--- config.mk ---
export PLATFORM = sky130hd
export DESIGN_NAME = axi_simple_master
export DESIGN_NICKNAME = d
export VERILOG_FILES = /design/src/rtl/axi_simple_master.sv
export SDC_FILE = /design/constraint.sdc
export NUM_CORES = 1
export LEC_CHECK = 0
export CAP_MARGIN = 20
export CORE_ASPECT_RATIO = 1.1
export CORE_MARGIN = 1
export CORE_UTILIZATION = 44
export CTS_CLUSTER_SIZE = 14
export DETAILED_ROUTE_END_ITERATION = 16
export HOLD_SLACK_MARGIN = 0.08
export PLACE_DENSITY = 0.76
export SYNTH_ARGS = -nofsm -noshare
export SYNTH_HDL_FRONTEND = slang
export SYNTH_SLANG_ARGS = --single-unit
--- constraint.sdc ---
create_clock -name ACLK -period 3.2 [get_ports ACLK]
set_input_delay 0.64 -clock ACLK [delete_from_list [all_inputs] [get_ports ACLK]]
set_output_delay 0.64 -clock ACLK [all_outputs]
set_load 0.02 [all_outputs]
--- src/rtl/axi_simple_master.sv ---
// axi_simple_master: single-outstanding AXI4 initiator.
//
// Accepts one write or read command at a time on a valid/ready command port and runs
// the complete AW/W/B or AR/R exchange for it. When the exchange ends it pulses DONE
// for one cycle and updates DONE_RESP, DONE_ERR and DONE_SUM in the same cycle. These
// three outputs then hold their values until the next completion.
//
// Ports:
//   ACLK, ARESETn            clock, asynchronous active-low reset
//   CMD_*                    command port (VALID/READY, WRITE, ID, ADDR, LEN=beats-1, DATA seed)
//   DONE, DONE_RESP/ERR/SUM  completion pulse, worst response, protocol error, read-data sum
//   AW*, W*, B*              AXI4 write address, write data and write response channels
//   AR*, R*                  AXI4 read address and read data channels
module axi_simple_master #(
    parameter int unsigned WIDTH_SID = 8,
    parameter int unsigned WIDTH_AD  = 32,
    parameter int unsigned WIDTH_DA  = 32,
    parameter int unsigned WIDTH_DS  = WIDTH_DA / 8
) (
    input  logic                 ACLK,
    input  logic                 ARESETn,
    // Command / completion
    input  logic                 CMD_VALID,
    output logic                 CMD_READY,
    input  logic                 CMD_WRITE,
    input  logic [WIDTH_SID-1:0] CMD_ID,
    input  logic [WIDTH_AD-1:0]  CMD_ADDR,
    input  logic [7:0]           CMD_LEN,
    input  logic [WIDTH_DA-1:0]  CMD_DATA,
    output logic                 DONE,
    output logic [1:0]           DONE_RESP,
    output logic                 DONE_ERR,
    output logic [WIDTH_DA-1:0]  DONE_SUM,
    // Write address
    output logic [WIDTH_SID-1:0] AWID,
    output logic [WIDTH_AD-1:0]  AWADDR,
    output logic [7:0]           AWLEN,
    output logic [2:0]           AWSIZE,
    output logic [1:0]           AWBURST,
    output logic                 AWVALID,
    input  logic                 AWREADY,
    // Write data
    output logic [WIDTH_SID-1:0] WID,
    output logic [WIDTH_DA-1:0]  WDATA,
    output logic [WIDTH_DS-1:0]  WSTRB,
    output logic                 WLAST,
    output logic                 WVALID,
    input  logic                 WREADY,
    // Write response
    input  logic [WIDTH_SID-1:0] BID,
    input  logic [1:0]           BRESP,
    input  logic                 BVALID,
    output logic                 BREADY,
    // Read address
    output logic [WIDTH_SID-1:0] ARID,
    output logic [WIDTH_AD-1:0]  ARADDR,
    output logic [7:0]           ARLEN,
    output logic [2:0]           ARSIZE,
    output logic [1:0]           ARBURST,
    output logic                 ARVALID,
    input  logic                 ARREADY,
    // Read data
    input  logic [WIDTH_SID-1:0] RID,
    input  logic [WIDTH_DA-1:0]  RDATA,
    input  logic [1:0]           RRESP,
    input  logic                 RLAST,
    input  logic                 RVALID,
    output logic                 RREADY
);

    // Full-width beats only, so the size code is log2 of the bytes per beat.
    localparam logic [2:0] AxSize = 3'($clog2(WIDTH_DS));

    typedef enum logic [2:0] {StIdle, StAw, StW, StB, StAr, StR, StFin} state_e;

    state_e state_q, state_d;

    logic [WIDTH_SID-1:0] id_q, id_d;
    logic [WIDTH_AD-1:0]  addr_q, addr_d;
    logic [7:0]           len_q, len_d;
    logic [WIDTH_DA-1:0]  seed_q, seed_d;
    logic                 write_q, write_d;
    logic [8:0]           beat_q, beat_d;
    logic [WIDTH_DA-1:0]  wdata_q, wdata_d;
    logic                 wlast_q, wlast_d;
    logic                 awvalid_q, awvalid_d;
    logic                 wvalid_q, wvalid_d;
    logic                 bready_q, bready_d;
    logic                 arvalid_q, arvalid_d;
    logic                 rready_q, rready_d;
    logic [1:0]           resp_q, resp_d;
    logic                 err_q, err_d;
    logic [WIDTH_DA-1:0]  sum_q, sum_d;
    logic                 done_q, done_d;
    logic [1:0]           done_resp_q, done_resp_d;
    logic                 done_err_q, done_err_d;
    logic [WIDTH_DA-1:0]  done_sum_q, done_sum_d;

    logic       cmd_fire, aw_fire, w_fire, b_fire, ar_fire, r_fire;
    logic       beat_is_last, r_end;
    logic [8:0] beat_inc;

    assign CMD_READY    = (state_q == StIdle);
    assign cmd_fire     = CMD_VALID && CMD_READY;
    assign aw_fire      = awvalid_q && AWREADY;
    assign w_fire       = wvalid_q && WREADY;
    assign b_fire       = bready_q && BVALID;
    assign ar_fire      = arvalid_q && ARREADY;
    assign r_fire       = rready_q && RVALID;
    assign beat_inc     = beat_q + 9'd1;
    assign beat_is_last = (beat_q == {1'b0, len_q});
    // A read ends on whichever comes first: the responder's RLAST or our own beat count.
    assign r_end        = RLAST || beat_is_last;

    // State register
    always_ff @(posedge ACLK or negedge ARESETn) begin
        if (!ARESETn) begin
            state_q <= StIdle;
        end else begin
            state_q <= state_d;
        end
    end

    // Next-state logic
    always_comb begin
        state_d = state_q;
        unique case (state_q)
            StIdle:  if (cmd_fire) state_d = CMD_WRITE ? StAw : StAr;
            StAw:    if (aw_fire) state_d = StW;
            StW:     if (w_fire && wlast_q) state_d = StB;
            StB:     if (b_fire) state_d = StFin;
            StAr:    if (ar_fire) state_d = StR;
            StR:     if (r_fire && r_end) state_d = StFin;
            StFin:   state_d = StIdle;
            default: state_d = StIdle;
        endcase
    end

    // Output / datapath next-state logic
    always_comb begin
        id_d        = id_q;
        addr_d      = addr_q;
        len_d       = len_q;
        seed_d      = seed_q;
        write_d     = write_q;
        beat_d      = beat_q;
        wdata_d     = wdata_q;
        wlast_d     = wlast_q;
        awvalid_d   = awvalid_q;
        wvalid_d    = wvalid_q;
        bready_d    = bready_q;
        arvalid_d   = arvalid_q;
        rready_d    = rready_q;
        resp_d      = resp_q;
        err_d       = err_q;
        sum_d       = sum_q;
        done_d      = 1'b0;
        done_resp_d = done_resp_q;
        done_err_d  = done_err_q;
        done_sum_d  = done_sum_q;
        unique case (state_q)
            StIdle: begin
                if (cmd_fire) begin
                    id_d      = CMD_ID;
                    addr_d    = CMD_ADDR;
                    len_d     = CMD_LEN;
                    seed_d    = CMD_DATA;
                    write_d   = CMD_WRITE;
                    awvalid_d = CMD_WRITE;
                    arvalid_d = !CMD_WRITE;
                end
            end
            StAw: begin
                if (aw_fire) begin
                    awvalid_d = 1'b0;
                    wvalid_d  = 1'b1;
                    wdata_d   = seed_q;
                    wlast_d   = (len_q == 8'd0);
                    beat_d    = 9'd0;
                end
            end
            StW: begin
                if (w_fire) begin
                    beat_d  = beat_inc;
                    // Data pattern is seed + beat index, wrapping at the data width.
                    wdata_d = seed_q + WIDTH_DA'(beat_inc);
                    wlast_d = (beat_inc == {1'b0, len_q});
                    if (wlast_q) begin
                        wvalid_d = 1'b0;
                        wlast_d  = 1'b0;
                        bready_d = 1'b1;
                    end
                end
            end
            StB: begin
                if (b_fire) begin
                    bready_d = 1'b0;
                    resp_d   = BRESP;
                    err_d    = (BID != id_q);
                end
            end
            StAr: begin
                if (ar_fire) begin
                    arvalid_d = 1'b0;
                    rready_d  = 1'b1;
                    beat_d    = 9'd0;
                    sum_d     = '0;
                    resp_d    = 2'b00;
                    err_d     = 1'b0;
                end
            end
            StR: begin
                if (r_fire) begin
                    sum_d  = sum_q + RDATA;
                    // Numeric max: DECERR (2'b11) is treated as the worst outcome.
                    resp_d = (RRESP > resp_q) ? RRESP : resp_q;
                    err_d  = err_q | (RID != id_q) | (RLAST ^ beat_is_last);
                    beat_d = beat_inc;
                    if (r_end) rready_d = 1'b0;
                end
            end
            StFin: begin
                done_d      = 1'b1;
                done_resp_d = resp_q;
                done_err_d  = err_q;
                done_sum_d  = write_q ? '0 : sum_q;
            end
            default: ;
        endcase
    end

    // Datapath registers
    always_ff @(posedge ACLK or negedge ARESETn) begin
        if (!ARESETn) begin
            id_q        <= '0;
            addr_q      <= '0;
            len_q       <= '0;
            seed_q      <= '0;
            write_q     <= 1'b0;
            beat_q      <= '0;
            wdata_q     <= '0;
            wlast_q     <= 1'b0;
            awvalid_q   <= 1'b0;
            wvalid_q    <= 1'b0;
            bready_q    <= 1'b0;
            arvalid_q   <= 1'b0;
            rready_q    <= 1'b0;
            resp_q      <= 2'b00;
            err_q       <= 1'b0;
            sum_q       <= '0;
            done_q      <= 1'b0;
            done_resp_q <= 2'b00;
            done_err_q  <= 1'b0;
            done_sum_q  <= '0;
        end else begin
            id_q        <= id_d;
            addr_q      <= addr_d;
            len_q       <= len_d;
            seed_q      <= seed_d;
            write_q     <= write_d;
            beat_q      <= beat_d;
            wdata_q     <= wdata_d;
            wlast_q     <= wlast_d;
            awvalid_q   <= awvalid_d;
            wvalid_q    <= wvalid_d;
            bready_q    <= bready_d;
            arvalid_q   <= arvalid_d;
            rready_q    <= rready_d;
            resp_q      <= resp_d;
            err_q       <= err_d;
            sum_q       <= sum_d;
            done_q      <= done_d;
            done_resp_q <= done_resp_d;
            done_err_q  <= done_err_d;
            done_sum_q  <= done_sum_d;
        end
    end

    assign DONE      = done_q;
    assign DONE_RESP = done_resp_q;
    assign DONE_ERR  = done_err_q;
    assign DONE_SUM  = done_sum_q;

    assign AWID    = id_q;
    assign AWADDR  = addr_q;
    assign AWLEN   = len_q;
    assign AWSIZE  = AxSize;
    assign AWBURST = 2'b01;
    assign AWVALID = awvalid_q;

    assign WID     = id_q;
    assign WDATA   = wdata_q;
    assign WSTRB   = '1;
    assign WLAST   = wlast_q;
    assign WVALID  = wvalid_q;

    assign BREADY  = bready_q;

    assign ARID    = id_q;
    assign ARADDR  = addr_q;
    assign ARLEN   = len_q;
    assign ARSIZE  = AxSize;
    assign ARBURST = 2'b01;
    assign ARVALID = arvalid_q;

    assign RREADY  = rready_q;

endmodule
==> summary.log <==
INFO  worst_setup_path data_arrival_time_at_the_worst_slack_endpoint=3.50ns
INFO  global_routing tot_gr_track_use=23.3%
INFO  pwr            power_switching_share=21.8%
INFO  cells_and_area flow.area_growth_from_synthesis=38.7%
INFO  die            initial_core_utilization=45.1%
INFO  pwr            intPower=4.43mW
INFO  die            coreArea=25400um^2
INFO  sta            report.final.setup_viol=0
INFO  min_path       hold_path_class=input pin to asynchronous set/reset pin
INFO  worst_setup_path required=3.64ns
INFO  outcome        outcome=finished, final reports clean
INFO  place          numPortBuffers=320
INFO  yosys          yosysSeqAreaShare=44.1%
INFO  sta            hold_violations=0
INFO  sta            fin_setup_tns=0ns
INFO  cells_and_area layout-drive-gt1-share=14.3%
INFO  place          dpl.hpwl=23.5mm
INFO  sta            final_max_slew_viol_count=0
INFO  yosys          top_cell_type_s_share_of_synthesized_area=44.1%
INFO  cts            cts_buffer_count=23
INFO  sta            setup_ws=0.136ns
INFO  cts            cts.path.max_buffers=3
INFO  global_routing largest_net_degree_at_the_start_of_global_routing=75
INFO  yosys          synth_seq_cells=202
INFO  detailed_routing postRouteAntennaNets=0
INFO  yosys          syn_area_per_cell=9.65um^2
INFO  die            num_rows=61
INFO  yosys          yosysTopAreaCell=sky130_fd_sc_hd__dfrtp_1
INFO  global_routing number_of_antenna_violations_at_the_first_check_in_global_routing=1
INFO  sta            rsz_0062_raised_after_global_routing=false
INFO  detailed_routing avgViaCountPerCell=5.32
INFO  yosys          netlist_area=11500um^2
INFO  global_routing grt_pass1_vias=9696
INFO  sta            worst_pin_slew=1.04ns
INFO  die            die-height=171um
INFO  worst_setup_path timing.critical_path.slowest_stage_cell=sky130_fd_sc_hd__or4_1
INFO  sta            min_period=3.06ns
INFO  worst_setup_path cp_slowest_stage_delay=0.46ns
INFO  pwr            power_switching=1.23mW
INFO  pwr            p_total=5.67mW
INFO  worst_setup_path timing.setup.critical_path_class=register to register
INFO  worst_setup_path ordered_cell_list_for_the_critical_path=ha_2, buf_4, nand3_1, xor2_1, inv_1, ha_1, inv_1, o21bai_1, a21oi_2, o21bai_4, a41oi_4, buf_6, or4_1, a31oi_1
INFO  global_routing grt_pass1_wl=49.5mm
INFO  global_routing grt_overflow=0
INFO  cts            clk_pin_slew_worst_setup_hold_paths=0.06ns
INFO  detailed_routing drt_iter0_drc=537
INFO  cells_and_area number_of_fillers_in_the_final_layout=2122
INFO  die            io_pins=335
INFO  job            cap_violations=0
INFO  yosys          synth_top_cells_by_count=202 x sky130_fd_sc_hd__dfrtp_1, 170 x sky130_fd_sc_hd__nand2_1, 95 x sky130_fd_sc_hd__o21ai_0
INFO  worst_setup_path cp-end-kind=register
INFO  place          place.gp.congestion=0.884
INFO  detailed_routing dr_total_vias=9879
INFO  die            dieArea=26700um^2
INFO  yosys          postSynth.asyncResetShare=100%
INFO  yosys          count_of_mapped_cells_out_of_synthesis=1187
INFO  yosys          synth.most_common_cell=sky130_fd_sc_hd__dfrtp_1
INFO  yosys          synth_unique_cells=69
INFO  yosys          edff_count_synth=0
INFO  cts            ctsRootBufferMaster=sky130_fd_sc_hd__clkbuf_16
INFO  cells_and_area fin_nets=1679
INFO  cts            clk_latency=0.52ns
INFO  yosys          yosys_most_used_dff=sky130_fd_sc_hd__dfrtp_1
INFO  detailed_routing drc_errors=0
INFO  sta            fmax=326MHz
INFO  pwr            pwr_density_cell=357nW/um^2
INFO  cells_and_area core_utilization_of_the_finished_layout=62.5%
INFO  detailed_routing drt_pass_1_iters=5
INFO  detailed_routing wl_per_cell=17.1um
INFO  die            floorplan.die.width=156um
INFO  cts            clock_sinks=202
INFO  pwr            peak_ir_drop_on_the_vdd_network=0.326mV
INFO  pwr            p_leak=7.06nW
INFO  pwr            combPwrFrac=6.5%
INFO  yosys          post_synth_main_area_contributors=sky130_fd_sc_hd__dfrtp_1 44%, sky130_fd_sc_hd__mux2_2 7.4%, sky130_fd_sc_hd__nand2_1 5.6%, sky130_fd_sc_hd__ha_1 4.8%, sky130_fd_sc_hd__buf_4 4.7%
INFO  worst_setup_path worstPathBufferInverterCount=4
INFO  pwr            fraction_of_power_consumed_by_sequential_logic=45.1%
INFO  sta            slew_headroom=30.9%
INFO  worst_setup_path cp-start-kind=register
INFO  worst_setup_path critPathMaxFanout=10
INFO  pwr            clockPowerShare=48.4%
INFO  sta            fin_worst_skew=0.0164ns
INFO  yosys          yosysWarnings=0
INFO  place          preCtsSetupSlack=-0.127ns
INFO  cts            clock_tree_from_tritoncts=done
INFO  worst_setup_path critical_path.most_common_cell=sky130_fd_sc_hd__inv_1
INFO  worst_setup_path path_delay_family=compound AO/OA/AOI/OAI gates
INFO  cts            cts-htree-levels=1
INFO  sta            timing.final.crit_share=95.8%
INFO  detailed_routing postRouteWirelength=31.7mm
-- metrics by stage --
| stage | hold slack (ns) | cells | instance area (um^2) |
|---|---|---|---|
| 2_1_floorplan | 0.344 | 1199 | 11500 |
| 3_3_place_gp | 0.444 | 1808 | 15000 |
| 3_5_place_dp | 0.448 | 1808 | 15000 |
| 4_1_cts | 0.180 | 1849 | 15700 |
| 5_1_grt | 0.197 | 1854 | 15900 |
| 6_report | 0.146 | 1856 | 15900 |
-- registers in the layout, summed over array words and instances, names as in the netlist, 2 cells and up --
signal / count
WDATA: 32
sum_q: 32
seed_q: 32
ARID: 8
state_q: 3
ARADDR: 32
beat_q: 9
DONE_SUM: 32
DONE_RESP: 2
resp_q: 2
ARLEN: 8
-- cell type report --
class	instances	area, um^2	share of cell area [%]
antenna	3	7.51	0.0472
clock buffer	29	608	3.83
clock inverter	12	170	1.07
inverter	31	116	0.732
multi-input combinational	842	5710	35.9
sequential	202	5050	31.8
tap	346	433	2.72
timing repair buffer	391	3790	23.9
-- kinds of logic (layout without fill, tap and decap cells) --
group	count (synthesis)	count (layout)	synth area share (%)
adders and majority gates	46	46	5.15
buffers and inverters	155	463	7.46
other	2	17	0.0655
xor gates and xnor gates	76	76	5.81
and+or+nand+nor	337	337	13.8
AOI/OAI and AO/OA	288	288	15.7
muxes	81	81	7.89
DFF	202	202	44.1
-- what timing repair did --
item,in CTS,in global routing
setup endpoints to repair,0,20
hold buffers,0,0
buffers inserted,0,2
resized for setup,0,21
-- cells in the final DEF (no fill, tap or decap), types with 11 or more instances in the layout --
master	count
sky130_fd_sc_hd__buf_4	64
sky130_fd_sc_hd__dfrtp_1	202
sky130_fd_sc_hd__nand4_1	11
sky130_fd_sc_hd__mux2_2	75
sky130_fd_sc_hd__o21ai_1	25
sky130_fd_sc_hd__and3_1	11
sky130_fd_sc_hd__xor2_1	34
sky130_fd_sc_hd__ha_1	43
sky130_fd_sc_hd__conb_1	14
sky130_fd_sc_hd__clkbuf_16	23
sky130_fd_sc_hd__clkdlybuf4s50_1	319
sky130_fd_sc_hd__inv_1	31
sky130_fd_sc_hd__a31oi_1	21
sky130_fd_sc_hd__a21oi_1	51
sky130_fd_sc_hd__nand3_1	32
sky130_fd_sc_hd__a21o_1	15
sky130_fd_sc_hd__o21ai_0	94
sky130_fd_sc_hd__xnor2_1	40
sky130_fd_sc_hd__o31ai_1	14
sky130_fd_sc_hd__nand2_1	169
sky130_fd_sc_hd__nor2_1	50
sky130_fd_sc_hd__nor3_1	13
-- worst reg2reg max path, stage by stage (launching register included) --
cell and delay, ns:
sky130_fd_sc_hd__dfrtp_1 0.39, sky130_fd_sc_hd__ha_2 0.20, sky130_fd_sc_hd__buf_4 0.15, sky130_fd_sc_hd__nand3_1 0.10, sky130_fd_sc_hd__xor2_1 0.21, sky130_fd_sc_hd__inv_1 0.07
sky130_fd_sc_hd__ha_1 0.32, sky130_fd_sc_hd__inv_1 0.08, sky130_fd_sc_hd__o21bai_1 0.17, sky130_fd_sc_hd__a21oi_2 0.11, sky130_fd_sc_hd__o21bai_4 0.21, sky130_fd_sc_hd__a41oi_4 0.17
sky130_fd_sc_hd__buf_6 0.18, sky130_fd_sc_hd__or4_1 0.46, sky130_fd_sc_hd__a31oi_1 0.16
-- final timing paths --
path,from,endpoint,slack [ns],cells past startpoint
setup / recovery,beat_q[1],WDATA[20],0.14,14
hold / removal,ARESETn,ARID[1],0.15,1
setup reg to reg,beat_q[1],WDATA[20],0.14,14
hold reg to reg,write_q,DONE_SUM[31],0.44,1
max in group asynchronous,ARESETn,ARLEN[0],2.31,2
min in group ACLK,write_q,DONE_SUM[31],0.44,1
-- per-layer routing --
layer  GRT usage [%]  wire, um  up-vias
li1                -         -     4706
met1            28.3     12800     4746
met2            40.9     15600      369
met3            4.66      2380       58
met4            8.14       954        0
met5               0         0        -
-- power groups by stage --
stage / Sequential, mW / Clock (mW) / Combinational, mW
2_1_floorplan: 2.60 / 0 / 0.103
5_1_grt: 2.55 / 2.91 / 0.401
3_3_place_gp: 2.60 / 0 / 0.367
4_1_cts: 2.55 / 2.80 / 0.373
3_5_place_dp: 2.60 / 0 / 0.371
6_report: 2.55 / 2.74 / 0.368
No activity file was read; power rests on OpenSTA's default activity.
